<file path="src/rtl/axi_fw_pkg.sv">
// Shared definitions for the per-master AXI firewall: region map, response codes,
// FSM state types and the start-address region check.
package axi_fw_pkg;

    localparam int          NUM_REGIONS = 7;
    localparam logic [63:0] REGION_SIZE = 64'h1000;
    localparam logic [1:0]  RESP_OKAY   = 2'b00;
    localparam logic [1:0]  RESP_DECERR = 2'b11;

    // Slave k owns the 4 KiB page starting at REGION_BASE[k]
    localparam logic [63:0] REGION_BASE [NUM_REGIONS] = '{
        64'h1000, 64'h2000, 64'h3000, 64'h4000, 64'h5000, 64'h6000, 64'h7000
    };

    typedef enum logic [1:0] {W_PASS, W_DRAIN, W_RESP} wr_state_t;
    typedef enum logic       {R_PASS, R_ERR}           rd_state_t;

    function automatic logic fw_region_allowed(input logic [63:0] addr,
                                               input logic [NUM_REGIONS-1:0] mask);
        logic ok;
        ok = 1'b0;
        for (int k = 0; k < NUM_REGIONS; k++) begin
            if (mask[k] && addr >= REGION_BASE[k] && (addr - REGION_BASE[k]) < REGION_SIZE)
                ok = 1'b1;
        end
        return ok;
    endfunction

endpackage

</file>
<file path="src/rtl/axi_fw_err_rd_gen.sv">
// Read-side error engine: after a denied AR it produces arlen+1 DECERR beats
// upstream, then hands the R channel back to the pass-through path.
// state  | meaning
// R_PASS | R channel owned by the fabric
// R_ERR  | locally generating DECERR beats for the latched id
module axi_fw_err_rd_gen
    import axi_fw_pkg::*;
#(
    parameter int ID_W = 4
) (
    input  logic            clk,
    input  logic            rst,
    input  logic            i_start,
    input  logic [ID_W-1:0] i_id,
    input  logic [7:0]      i_len,
    input  logic            i_rready,
    output logic            o_busy,
    output logic [ID_W-1:0] o_rid,
    output logic            o_rlast
);

    rd_state_t       r_state;
    logic [7:0]      r_beat;
    logic [7:0]      r_len;
    logic [ID_W-1:0] r_id;

    always_ff @(posedge clk or posedge rst) begin
        if (rst) begin
            r_state <= R_PASS;
            r_beat  <= '0;
            r_len   <= '0;
            r_id    <= '0;
        end else begin
            case (r_state)
                R_PASS: if (i_start) begin
                    r_state <= R_ERR;
                    r_id    <= i_id;
                    r_len   <= i_len;
                    r_beat  <= '0;
                end
                R_ERR: if (i_rready) begin
                    if (r_beat == r_len) r_state <= R_PASS;
                    else                 r_beat  <= r_beat + 8'd1;
                end
                default: r_state <= R_PASS;
            endcase
        end
    end

    assign o_busy  = (r_state == R_ERR);
    assign o_rid   = r_id;
    assign o_rlast = o_busy && (r_beat == r_len);

endmodule

</file>
<file path="src/rtl/axi_master_firewall.sv">
// Per-master AXI firewall: allowed requests pass through unchanged, denied ones are
// absorbed and completed with DECERR. Define FW_VIOLATION_LOG_EN for violation logging ports.
// state   | meaning
// W_PASS  | AW/W/B pass through; denied AW waits for wr_out==0
// W_DRAIN | swallowing W beats of a denied write
// W_RESP  | returning DECERR B for the denied write
module axi_master_firewall
    import axi_fw_pkg::*;
#(
    parameter int                    ADDR_W     = 32,
    parameter int                    DATA_W     = 32,
    parameter int                    ID_W       = 4,
    parameter int                    NUM_SLAVES = 7,
    parameter logic [NUM_SLAVES-1:0] ALLOW_MASK = 7'b0010110,
    parameter int                    MAX_OUT    = 8
) (
    input  logic                clk,
    input  logic                rst,
    input  logic [ID_W-1:0]     s_awid,
    input  logic [ADDR_W-1:0]   s_awaddr,
    input  logic [7:0]          s_awlen,
    input  logic [2:0]          s_awsize,
    input  logic [1:0]          s_awburst,
    input  logic                s_awlock,
    input  logic [3:0]          s_awcache,
    input  logic [2:0]          s_awprot,
    input  logic [3:0]          s_awqos,
    input  logic [3:0]          s_awregion,
    input  logic                s_awvalid,
    output logic                s_awready,
    input  logic [DATA_W-1:0]   s_wdata,
    input  logic [DATA_W/8-1:0] s_wstrb,
    input  logic                s_wlast,
    input  logic                s_wvalid,
    output logic                s_wready,
    output logic [ID_W-1:0]     s_bid,
    output logic [1:0]          s_bresp,
    output logic                s_bvalid,
    input  logic                s_bready,
    input  logic [ID_W-1:0]     s_arid,
    input  logic [ADDR_W-1:0]   s_araddr,
    input  logic [7:0]          s_arlen,
    input  logic [2:0]          s_arsize,
    input  logic [1:0]          s_arburst,
    input  logic                s_arlock,
    input  logic [3:0]          s_arcache,
    input  logic [2:0]          s_arprot,
    input  logic [3:0]          s_arqos,
    input  logic [3:0]          s_arregion,
    input  logic                s_arvalid,
    output logic                s_arready,
    output logic [ID_W-1:0]     s_rid,
    output logic [DATA_W-1:0]   s_rdata,
    output logic [1:0]          s_rresp,
    output logic                s_rlast,
    output logic                s_rvalid,
    input  logic                s_rready,
    output logic [ID_W-1:0]     m_awid,
    output logic [ADDR_W-1:0]   m_awaddr,
    output logic [7:0]          m_awlen,
    output logic [2:0]          m_awsize,
    output logic [1:0]          m_awburst,
    output logic                m_awlock,
    output logic [3:0]          m_awcache,
    output logic [2:0]          m_awprot,
    output logic [3:0]          m_awqos,
    output logic [3:0]          m_awregion,
    output logic                m_awvalid,
    input  logic                m_awready,
    output logic [DATA_W-1:0]   m_wdata,
    output logic [DATA_W/8-1:0] m_wstrb,
    output logic                m_wlast,
    output logic                m_wvalid,
    input  logic                m_wready,
    input  logic [ID_W-1:0]     m_bid,
    input  logic [1:0]          m_bresp,
    input  logic                m_bvalid,
    output logic                m_bready,
    output logic [ID_W-1:0]     m_arid,
    output logic [ADDR_W-1:0]   m_araddr,
    output logic [7:0]          m_arlen,
    output logic [2:0]          m_arsize,
    output logic [1:0]          m_arburst,
    output logic                m_arlock,
    output logic [3:0]          m_arcache,
    output logic [2:0]          m_arprot,
    output logic [3:0]          m_arqos,
    output logic [3:0]          m_arregion,
    output logic                m_arvalid,
    input  logic                m_arready,
    input  logic [ID_W-1:0]     m_rid,
    input  logic [DATA_W-1:0]   m_rdata,
    input  logic [1:0]          m_rresp,
    input  logic                m_rlast,
    input  logic                m_rvalid,
    output logic                m_rready,
`ifdef FW_VIOLATION_LOG_EN
    output logic [15:0]         fw_viol_cnt,
    output logic [ADDR_W-1:0]   fw_first_addr,
    output logic [0:0]          fw_first_is_wr,
`endif
    output logic                fw_violation
);

    localparam int CNT_W = $clog2(MAX_OUT + 1);

    wr_state_t       r_wstate;
    logic [ID_W-1:0] r_bid;
    logic [CNT_W-1:0] r_wr_out, r_rd_out;
    logic            r_fw_violation;
    logic            w_aw_allow, w_ar_allow, w_wr_full, w_rd_full;
    logic            w_aw_deny_hs, w_ar_deny_hs, w_rd_busy, w_err_rlast;
    logic            w_m_aw_hs, w_m_b_hs, w_m_ar_hs, w_m_r_done;
    logic [ID_W-1:0] w_err_rid;

    assign {m_awid, m_awaddr, m_awlen, m_awsize, m_awburst, m_awlock, m_awcache,
            m_awprot, m_awqos, m_awregion} = {s_awid, s_awaddr, s_awlen, s_awsize,
            s_awburst, s_awlock, s_awcache, s_awprot, s_awqos, s_awregion};
    assign {m_arid, m_araddr, m_arlen, m_arsize, m_arburst, m_arlock, m_arcache,
            m_arprot, m_arqos, m_arregion} = {s_arid, s_araddr, s_arlen, s_arsize,
            s_arburst, s_arlock, s_arcache, s_arprot, s_arqos, s_arregion};
    assign {m_wdata, m_wstrb, m_wlast} = {s_wdata, s_wstrb, s_wlast};

    assign w_aw_allow = fw_region_allowed(64'(s_awaddr), ALLOW_MASK);
    assign w_ar_allow = fw_region_allowed(64'(s_araddr), ALLOW_MASK);
    assign w_wr_full  = (r_wr_out == CNT_W'(MAX_OUT));
    assign w_rd_full  = (r_rd_out == CNT_W'(MAX_OUT));

    always_comb begin
        m_awvalid = 1'b0;
        s_awready = 1'b0;
        m_wvalid  = 1'b0;
        s_wready  = 1'b0;
        s_bvalid  = 1'b0;
        s_bid     = m_bid;
        s_bresp   = m_bresp;
        m_bready  = 1'b0;
        case (r_wstate)
            W_PASS: begin
                if (w_aw_allow) begin
                    m_awvalid = s_awvalid && !w_wr_full;
                    s_awready = m_awready && !w_wr_full;
                end else begin
                    s_awready = (r_wr_out == '0);
                end
                m_wvalid = s_wvalid;
                s_wready = m_wready;
                s_bvalid = m_bvalid;
                m_bready = s_bready;
            end
            W_DRAIN: s_wready = 1'b1;
            W_RESP: begin
                s_bvalid = 1'b1;
                s_bid    = r_bid;
                s_bresp  = RESP_DECERR;
            end
            default: ;
        endcase
    end

    assign w_aw_deny_hs = (r_wstate == W_PASS) && s_awvalid && !w_aw_allow && (r_wr_out == '0);
    assign w_m_aw_hs    = m_awvalid && m_awready;
    assign w_m_b_hs     = m_bvalid && m_bready;

    always_ff @(posedge clk or posedge rst) begin
        if (rst) begin
            r_wstate <= W_PASS;
            r_bid    <= '0;
        end else begin
            case (r_wstate)
                W_PASS: if (w_aw_deny_hs) begin
                    r_wstate <= W_DRAIN;
                    r_bid    <= s_awid;
                end
                W_DRAIN: if (s_wvalid && s_wlast) r_wstate <= W_RESP;
                W_RESP:  if (s_bready)            r_wstate <= W_PASS;
                default: r_wstate <= W_PASS;
            endcase
        end
    end

    // Read path: the error engine owns the R channel while busy
    assign m_arvalid    = !w_rd_busy && w_ar_allow && s_arvalid && !w_rd_full;
    assign s_arready    = !w_rd_busy && (w_ar_allow ? (m_arready && !w_rd_full) : (r_rd_out == '0));
    assign w_ar_deny_hs = !w_rd_busy && s_arvalid && !w_ar_allow && (r_rd_out == '0);
    assign m_rready     = !w_rd_busy && s_rready;
    assign s_rvalid     = w_rd_busy ? 1'b1        : m_rvalid;
    assign s_rid        = w_rd_busy ? w_err_rid   : m_rid;
    assign s_rdata      = w_rd_busy ? '0          : m_rdata;
    assign s_rresp      = w_rd_busy ? RESP_DECERR : m_rresp;
    assign s_rlast      = w_rd_busy ? w_err_rlast : m_rlast;
    assign w_m_ar_hs    = m_arvalid && m_arready;
    assign w_m_r_done   = m_rvalid && m_rready && m_rlast;

    axi_fw_err_rd_gen #(.ID_W(ID_W)) u_err_rd (
        .clk      (clk),
        .rst      (rst),
        .i_start  (w_ar_deny_hs),
        .i_id     (s_arid),
        .i_len    (s_arlen),
        .i_rready (s_rready),
        .o_busy   (w_rd_busy),
        .o_rid    (w_err_rid),
        .o_rlast  (w_err_rlast)
    );

    always_ff @(posedge clk or posedge rst) begin
        if (rst) begin
            r_wr_out       <= '0;
            r_rd_out       <= '0;
            r_fw_violation <= 1'b0;
        end else begin
            if (w_m_aw_hs && !w_m_b_hs)      r_wr_out <= r_wr_out + 1'b1;
            else if (!w_m_aw_hs && w_m_b_hs) r_wr_out <= r_wr_out - 1'b1;
            if (w_m_ar_hs && !w_m_r_done)      r_rd_out <= r_rd_out + 1'b1;
            else if (!w_m_ar_hs && w_m_r_done) r_rd_out <= r_rd_out - 1'b1;
            r_fw_violation <= w_aw_deny_hs || w_ar_deny_hs;
        end
    end

    assign fw_violation = r_fw_violation;

`ifdef FW_VIOLATION_LOG_EN
    logic [15:0]       r_viol_cnt;
    logic [ADDR_W-1:0] r_first_addr;
    logic              r_first_is_wr;
    logic              r_logged;
    logic [15:0]       w_n_deny;

    assign w_n_deny = 16'(w_aw_deny_hs) + 16'(w_ar_deny_hs);

    always_ff @(posedge clk or posedge rst) begin
        if (rst) begin
            r_viol_cnt    <= '0;
            r_first_addr  <= '0;
            r_first_is_wr <= 1'b0;
            r_logged      <= 1'b0;
        end else if (w_aw_deny_hs || w_ar_deny_hs) begin
            r_viol_cnt <= (r_viol_cnt > 16'hFFFF - w_n_deny) ? 16'hFFFF : r_viol_cnt + w_n_deny;
            if (!r_logged) begin
                r_logged      <= 1'b1;
                r_first_addr  <= w_aw_deny_hs ? s_awaddr : s_araddr;
                r_first_is_wr <= w_aw_deny_hs;
            end
        end
    end

    assign fw_viol_cnt    = r_viol_cnt;
    assign fw_first_addr  = r_first_addr;
    assign fw_first_is_wr = r_first_is_wr;
`endif

endmodule

</file>
<file path="config.mk">
export PLATFORM = sky130hd
export DESIGN_NAME = axi_master_firewall
export DESIGN_NICKNAME = d
export VERILOG_FILES = /design/src/rtl/axi_fw_pkg.sv /design/src/rtl/axi_fw_err_rd_gen.sv /design/src/rtl/axi_master_firewall.sv
export SDC_FILE = /design/constraint.sdc
export NUM_CORES = 1
export LEC_CHECK = 0
export ABC_CLOCK_PERIOD_IN_PS = 4000
export CAP_MARGIN = 20
export CORE_AREA = 3 3 171 173
export DETAILED_ROUTE_END_ITERATION = 12
export DIE_AREA = 0 0 174 176
export SLEW_MARGIN = 10
export SYNTH_ARGS = -nofsm -noshare
export SYNTH_HDL_FRONTEND = slang
export SYNTH_SLANG_ARGS = --single-unit
</file>
<file path="constraint.sdc">
create_clock -name clk -period 4 [get_ports clk]
set_clock_uncertainty 0.2 [all_clocks]
set_input_delay 0.6 -clock clk [delete_from_list [all_inputs] [get_ports clk]]
set_output_delay 0.6 -clock clk [all_outputs]
set_load 0.03 [all_outputs]
</file>
After elaboration in Yosys (flattened, before gate mapping)
Index checks and enable logic that the tools add are counted.
{"block": "classes", "addsub": 11, "n_lt_le_gt_ge": 12, "eq_ne": 11, "muxes": 38, "bitwise": 1, "n_reduce_logical": 50}
{"operator": "64-bit by 13-bit less-than comparator with 1-bit output, second input constant", "count": 6}
{"operator": "32-bit by 14-bit subtractor with 33-bit output, second input constant", "count": 4}
{"operator": "32-bit by 14-bit >= comparator with 1-bit output, second input constant", "count": 4}
{"operator": "32-bit by 15-bit subtractor with 33-bit output, second input constant", "count": 2}
{"operator": "32-bit by 15-bit >= comparator with 1-bit output, second input constant", "count": 2}
{"operator": "32-bit two-way mux", "count": 1}
{"operator": "1-bit logical AND", "count": 31}
{"operator": "4-bit two-way mux", "count": 6}
{"operator": "8-bit two-way mux", "count": 3}
{"operator": "1-bit two-way mux", "count": 18}
{"operator": "8-bit one-hot mux with 2 select lines", "count": 1}
{"operator": "2-bit inequality test, second input constant", "count": 6}
{"operator": "2-bit two-way mux", "count": 5}
{"operator": "1-bit zero test", "count": 9}
{"operator": "4-bit by 1-bit adder with 4-bit output, second input constant", "count": 2}
{"operator": "8-bit by 1-bit adder with 8-bit output, second input constant", "count": 1}
{"operator": "4-bit equality test, second input constant", "count": 2}
{"operator": "8-bit equality test", "count": 1}
{"operator": "4-bit zero test", "count": 2}
{"operator": "4-bit by 1-bit subtractor with 4-bit output, second input constant", "count": 2}
{"operator": "1-bit one-hot mux with 2 select lines", "count": 3}
{"operator": "2-bit one-hot mux with 3 select lines", "count": 1}
{"operator": "3-bit AND reduction", "count": 2}
{"operator": "2-bit AND reduction", "count": 2}
{"operator": "other kinds (6)", "count": 7}
{"block": "word_totals", "regBits": 36, "word_cells": 132}

Depth between registers and ports, before layout
{"block": "depth", "depth_word": 14, "mapped_depth": 17}

Cells and area by module
A second synthesis with hierarchy kept.
{"block": "unflattened", "hier_cells": 579, "area_unflattened_um2": 4862.2}
{"mod": "axi_master_firewall", "n_inst": 1, "cells_each": 480, "area_each_um2": 3783.6, "seq_area_each_um2": 375.4}
{"mod": "axi_fw_err_rd_gen", "n_inst": 1, "cells_each": 99, "area_each_um2": 1078.5, "seq_area_each_um2": 525.5}

Least setup slack after synthesis
Ideal clock, no wire load.
{"block": "synth_timing", "kind": "input-to-reg", "start": "input port s_araddr[14]", "end": "register r_rd_out[3]", "setup_time_ps": 126, "t_arrival_ps": 3752, "required_time_ps": 3674, "slack_ps": -78, "stages": 17, "path_buffers": 0, "cell_sequence": "inv_1 ha_1 a2111oi_2 nand3_1 nand2_1 nand4b_1 or4_1 o211a_1 a2111oi_2 ha_1 inv_1 ha_1 a21o_1 a21oi_1 xnor2_1 nor2_1 xor2_1"}
{"block": "synth_via", "elab_chain_len": 13, "elab_cells_between_ends": 24, "cone_classes": "add/sub: 3; order compare: 6; mux: 4; reduce/logical: 11"}
{"element": "start, declared", "line": "axi_master_firewall.sv:41", "text": "input logic [ADDR_W-1:0] s_araddr,"}
{"element": "32-bit by 14-bit subtractor with 33-bit output", "line": "axi_fw_pkg.sv:23", "text": "if (mask[k] && addr >= REGION_BASE[k] && (addr - REGION_BASE[k]) < REGION_SIZE)"}
{"element": "64-bit by 13-bit less-than comparator with 1-bit output", "line": "axi_fw_pkg.sv:23"}
{"element": "1-bit logical AND", "line": "axi_fw_pkg.sv:23"}
{"element": "1-bit two-way mux (2 in a row)", "line": "axi_fw_pkg.sv:23"}
{"element": "1-bit two-way mux *", "line": "axi_fw_pkg.sv:23"}
{"element": "1-bit logical AND * (3 in a row)", "line": "axi_master_firewall.sv:183", "text": "assign m_arvalid = !w_rd_busy && w_ar_allow && s_arvalid && !w_rd_full;"}
{"element": "1-bit logical AND *", "line": "axi_master_firewall.sv:192", "text": "assign w_m_ar_hs = m_arvalid && m_arready;"}
{"element": "1-bit zero test", "line": "axi_master_firewall.sv:216", "text": "else if (!w_m_ar_hs && w_m_r_done) r_rd_out <= r_rd_out - 1'b1;"}
{"element": "1-bit logical AND", "line": "axi_master_firewall.sv:216"}
{"element": "2-bit nonzero test (no source line)"}
{"element": "end signal, assigned", "line": "axi_master_firewall.sv:215", "text": "if (w_m_ar_hs && !w_m_r_done) r_rd_out <= r_rd_out + 1'b1;"}
{"element": "end signal, assigned", "line": "axi_master_firewall.sv:216"}
{"element": "end, declared", "line": "axi_master_firewall.sv:109", "text": "logic [CNT_W-1:0] r_wr_out, r_rd_out;"}
Mark *: on every way between the ends. The rest lies on a longest branch, timed or not.
A chain may end at the register's enable or synchronous reset.

Worst setup path in the final report
{"block": "layout_timing", "start": "input port s_araddr[19]", "end": "register r_rd_out[1]"}
Same word-level chain as after synthesis.

==> impl_metrics.py <==
metrics = {
    "detailed_routing": {
        "first_pass_iters": 4,
        "avgViaCountPerCell": 4.06,
        "routed_wirelength_um": 17900,
        "ant_nets": 0,
        "wl_per_cell_um": 15.7,
        "drc_errors": 0,
        "vias": 4629,
        "drt_iter0_markers": 182,
    },
    "sta": {
        "tightest_slew_ns": 0.834,
        "fin_ws_ns": 0.0401,
        "maxSlewHeadroom": 0.443,
        "hold_violations": 0,
        "slew_violations": 0,
        "period_share": 0.990,
        "rsz0062_at_grt": "yes",
        "fin_tns_setup_ns": 0,
        "setup_violations": 0,
        "max_freq_mhz": 253,
        "period_minus_slack_ns": 3.96,
    },
    "clock_tree": {
        "clock_latency_ns": 0.29,
        "clock-sinks": 36,
        "cts.clk_slew.worst_paths_ns": 0.06,
        "clockBufferDepth": 2,
        "cts-root-buf": "clkbuf_16",
        "cts_tree": "yes",
        "ctsHtreeMaxLevel": 2,
        "cts_made_buffers": 5,
    },
    "logic_synthesis": {
        "synthFlopType": "dfrtp_1",
        "ys_warn_count": 0,
        "synth-seq-area-share": 0.184,
        "synth_seq_cells": 36,
        "syn_nets": 831,
        "synth_edf_count": 0,
        "syn_area_per_cell_um2": 8.30,
        "ys_async_sr_fraction": 1.00,
        "syn_area_um2": 4900,
        "synthesis.instances": 590,
        "yosysUniqueCellTypes": 57,
    },
    "setup_path": {
        "worst-path-buf-inv": 3,
        "required_ns": 3.97,
        "crit_path_cell_trace": "buf_6 -> or4b_4 -> nor4_4 -> nand4b_1 -> or4_4 -> o211a_4 -> a2111oi_4 -> ha_2 -> inv_2 -> buf_6 -> fa_1 -> mux2_4",
        "critical_path_peak_fanout": 2,
        "worst_setup_path_end_kind": "flip-flop",
        "cp_common_cell": "buf_6",
        "start_kind": "input port",
        "r2r_slack_ns": 1.16,
        "critical_path_class": "input port to flip-flop",
        "worst_path_largest_cell_delay_ns": 0.55,
        "crit_arrival_ns": 3.93,
        "slowest_stage": "or4b_4",
        "cp_top_family": "simple AND/OR/NAND/NOR gates",
    },
    "power": {
        "peakVddDrop_mv": 0.179,
        "p_leak_nw": 3.11,
        "power_density_nw_per_um2": 371,
    },
    "final_layout": {
        "syn_to_final_growth_pct": 58.5,
        "diodes": 0,
        "nets": 1003,
        "final_layout_size_suffix_gt1_frac": 0.286,
    },
    "global_route": {
        "grt_max_degree": 39,
        "busiest_layer": "met2",
        "grt_first_pass_wirelength_um": 26500,
        "grt_pass1_vias": 4713,
        "antenna_found_initial": 0,
        "global_route.usage.met1": 0.137,
        "use_met2": 0.179,
        "grt_use_total": 0.108,
        "grt_overflow": 0,
        "gr-usage-met3": 0.0228,
    },
    "die": {
        "dieArea_um2": 30600,
        "dieWidth_um": 174,
        "core_um2": 27800,
        "start_util": 0.176,
        "core.rowCount": 61,
        "die_h_um": 176,
        "top_level_ports": 447,
    },
    "place": {
        "gp_congestion": 0.900,
        "port_buffers": 226,
        "dp_slack_ns": -0.738,
        "dp_hpwl_um": 14700,
    },
    "status": {
        "status": "finished clean",
    },
    "job": {
        "drv_cap": 0,
    },
    "worst_hold_path": {
        "hold_class": "flip-flop to flip-flop",
    },
}
==> final cells by class <==
cell class	instances	area, um2
clock inverters	2	15.0
flip-flops and latches	36	902
well taps	378	473
clock buffers	6	139
inverters	13	48.8
multi-input cells	355	2930
fillers	2983	20000
repair buffers	351	3250
==> power by group <==
part / total [mW] / switching, mW / internal (mW)
clock network: 0.413 / 0.165 / 0.248
logic: 1.74 / 0.880 / 0.865
registers: 0.721 / 0.203 / 0.518
==> flip-flops by register name, summed over array words and instances, names as in the netlist <==
signal           count
u_err_rd.r_beat      8
r_wstate             2
u_err_rd.r_len       8
r_bid                4
u_err_rd.o_busy      1
r_rd_out             4
u_err_rd.o_rid       4
r_wr_out             4
fw_violation         1
==> cell families (layout without fill, tap and decap cells) <==
kind of cell	after synthesis	count (layout)	share of synthesized area
flip-flops	36	36	0.184
adder cells (fa/ha/maj)	17	17	0.0465
multiplexers	32	32	0.0723
buffers and inverters	199	372	0.282
AO/OA/AOI/OAI	49	49	0.0725
XOR/XNOR	43	43	0.0769
AND/OR/NAND/NOR	214	214	0.266
==> metal layers <==
layer	wire length, um	part of all wire
met5	0	0
met4	588	0.033
met3	846	0.047
met2	8790	0.49
met1	7690	0.43
==> Yosys cell counts (11+ instances only) <==
library cell / instances / area (um2)
clkbuf_1: 12 / 45.0
xnor2_1: 24 / 210
nand4_1: 16 / 100
inv_1: 12 / 45.0
nor2_1: 38 / 143
mux2_2: 11 / 124
nor2b_1: 35 / 219
dfrtp_1: 36 / 901
nor3_1: 12 / 60.1
ha_1: 15 / 188
nand2_1: 22 / 82.6
nand3_1: 19 / 95.1
mux2_1: 16 / 180
xor2_1: 19 / 166
buf_4: 168 / 1260
==> worst paths after layout <==
check | from | endpoint | cells past startpoint
min in group asynchronous | rst | r_rd_out[0] | 2
setup reg to reg | u_err_rd.o_busy | r_rd_out[1] | 7
max in group asynchronous | rst | u_err_rd.o_busy | 2
hold / removal | r_wr_out[3] | r_wr_out[3] | 1
hold reg to reg | r_wr_out[3] | r_wr_out[3] | 1
setup / recovery | s_araddr[19] | r_rd_out[1] | 12
==> worst reg2reg max path: cells and delay by family, from the launching register on <==
family	cells	cell delay [ns]
multiplexers	1	0.27
buffers and inverters	2	0.17
AND/OR/NAND/NOR	1	0.35
AO/OA/AOI/OAI	1	0.35
adder cells (fa/ha/maj)	2	0.71
flip-flops	1	0.68
==> placed cells by master (no fill, tap or decap), types with 9 or more instances in the layout <==
cell / count
nand3_1: 17
o21ai_0: 9
nand2_1: 21
clkdlybuf4s50_1: 193
buf_4: 113
nor2b_1: 35
nand4_1: 16
buf_6: 14
mux2_1: 16
mux2_2: 10
nor3_1: 9
dlygate4sd2_1: 11
inv_1: 9
dfrtp_1: 35
dlymetal6s2s_1: 10
nor2_1: 35
xor2_1: 19
xnor2_1: 23
==> per-stage QoR <==
| step | hold WS, ns | total power [mW] | std cells | utilization | instance area, um2 |
|---|---|---|---|---|---|
| 5_1_grt | 0.294 | 3.09 | 1141 | 0.280 | 7770 |
| 4_1_cts | 0.283 | 2.89 | 1134 | 0.270 | 7510 |
| 2_1_floorplan | 0.252 | 1.89 | 590 | - | 4920 |
| 3_5_place_dp | 0.270 | 2.43 | 1117 | 0.258 | 7160 |
| 6_report | 0.279 | 2.88 | 1141 | 0.280 | 7770 |
| 3_3_place_gp | 0.269 | 2.41 | 1117 | 0.258 | 7160 |
==> what timing repair did <==
action,in CTS,in global routing
gates resized for setup,48,65
pin swaps,29,36
hold buffers,0,0
buffers inserted,9,7
endpoints found under the setup margin,10,10
Note: power is estimated with default switching activity, not from simulation.
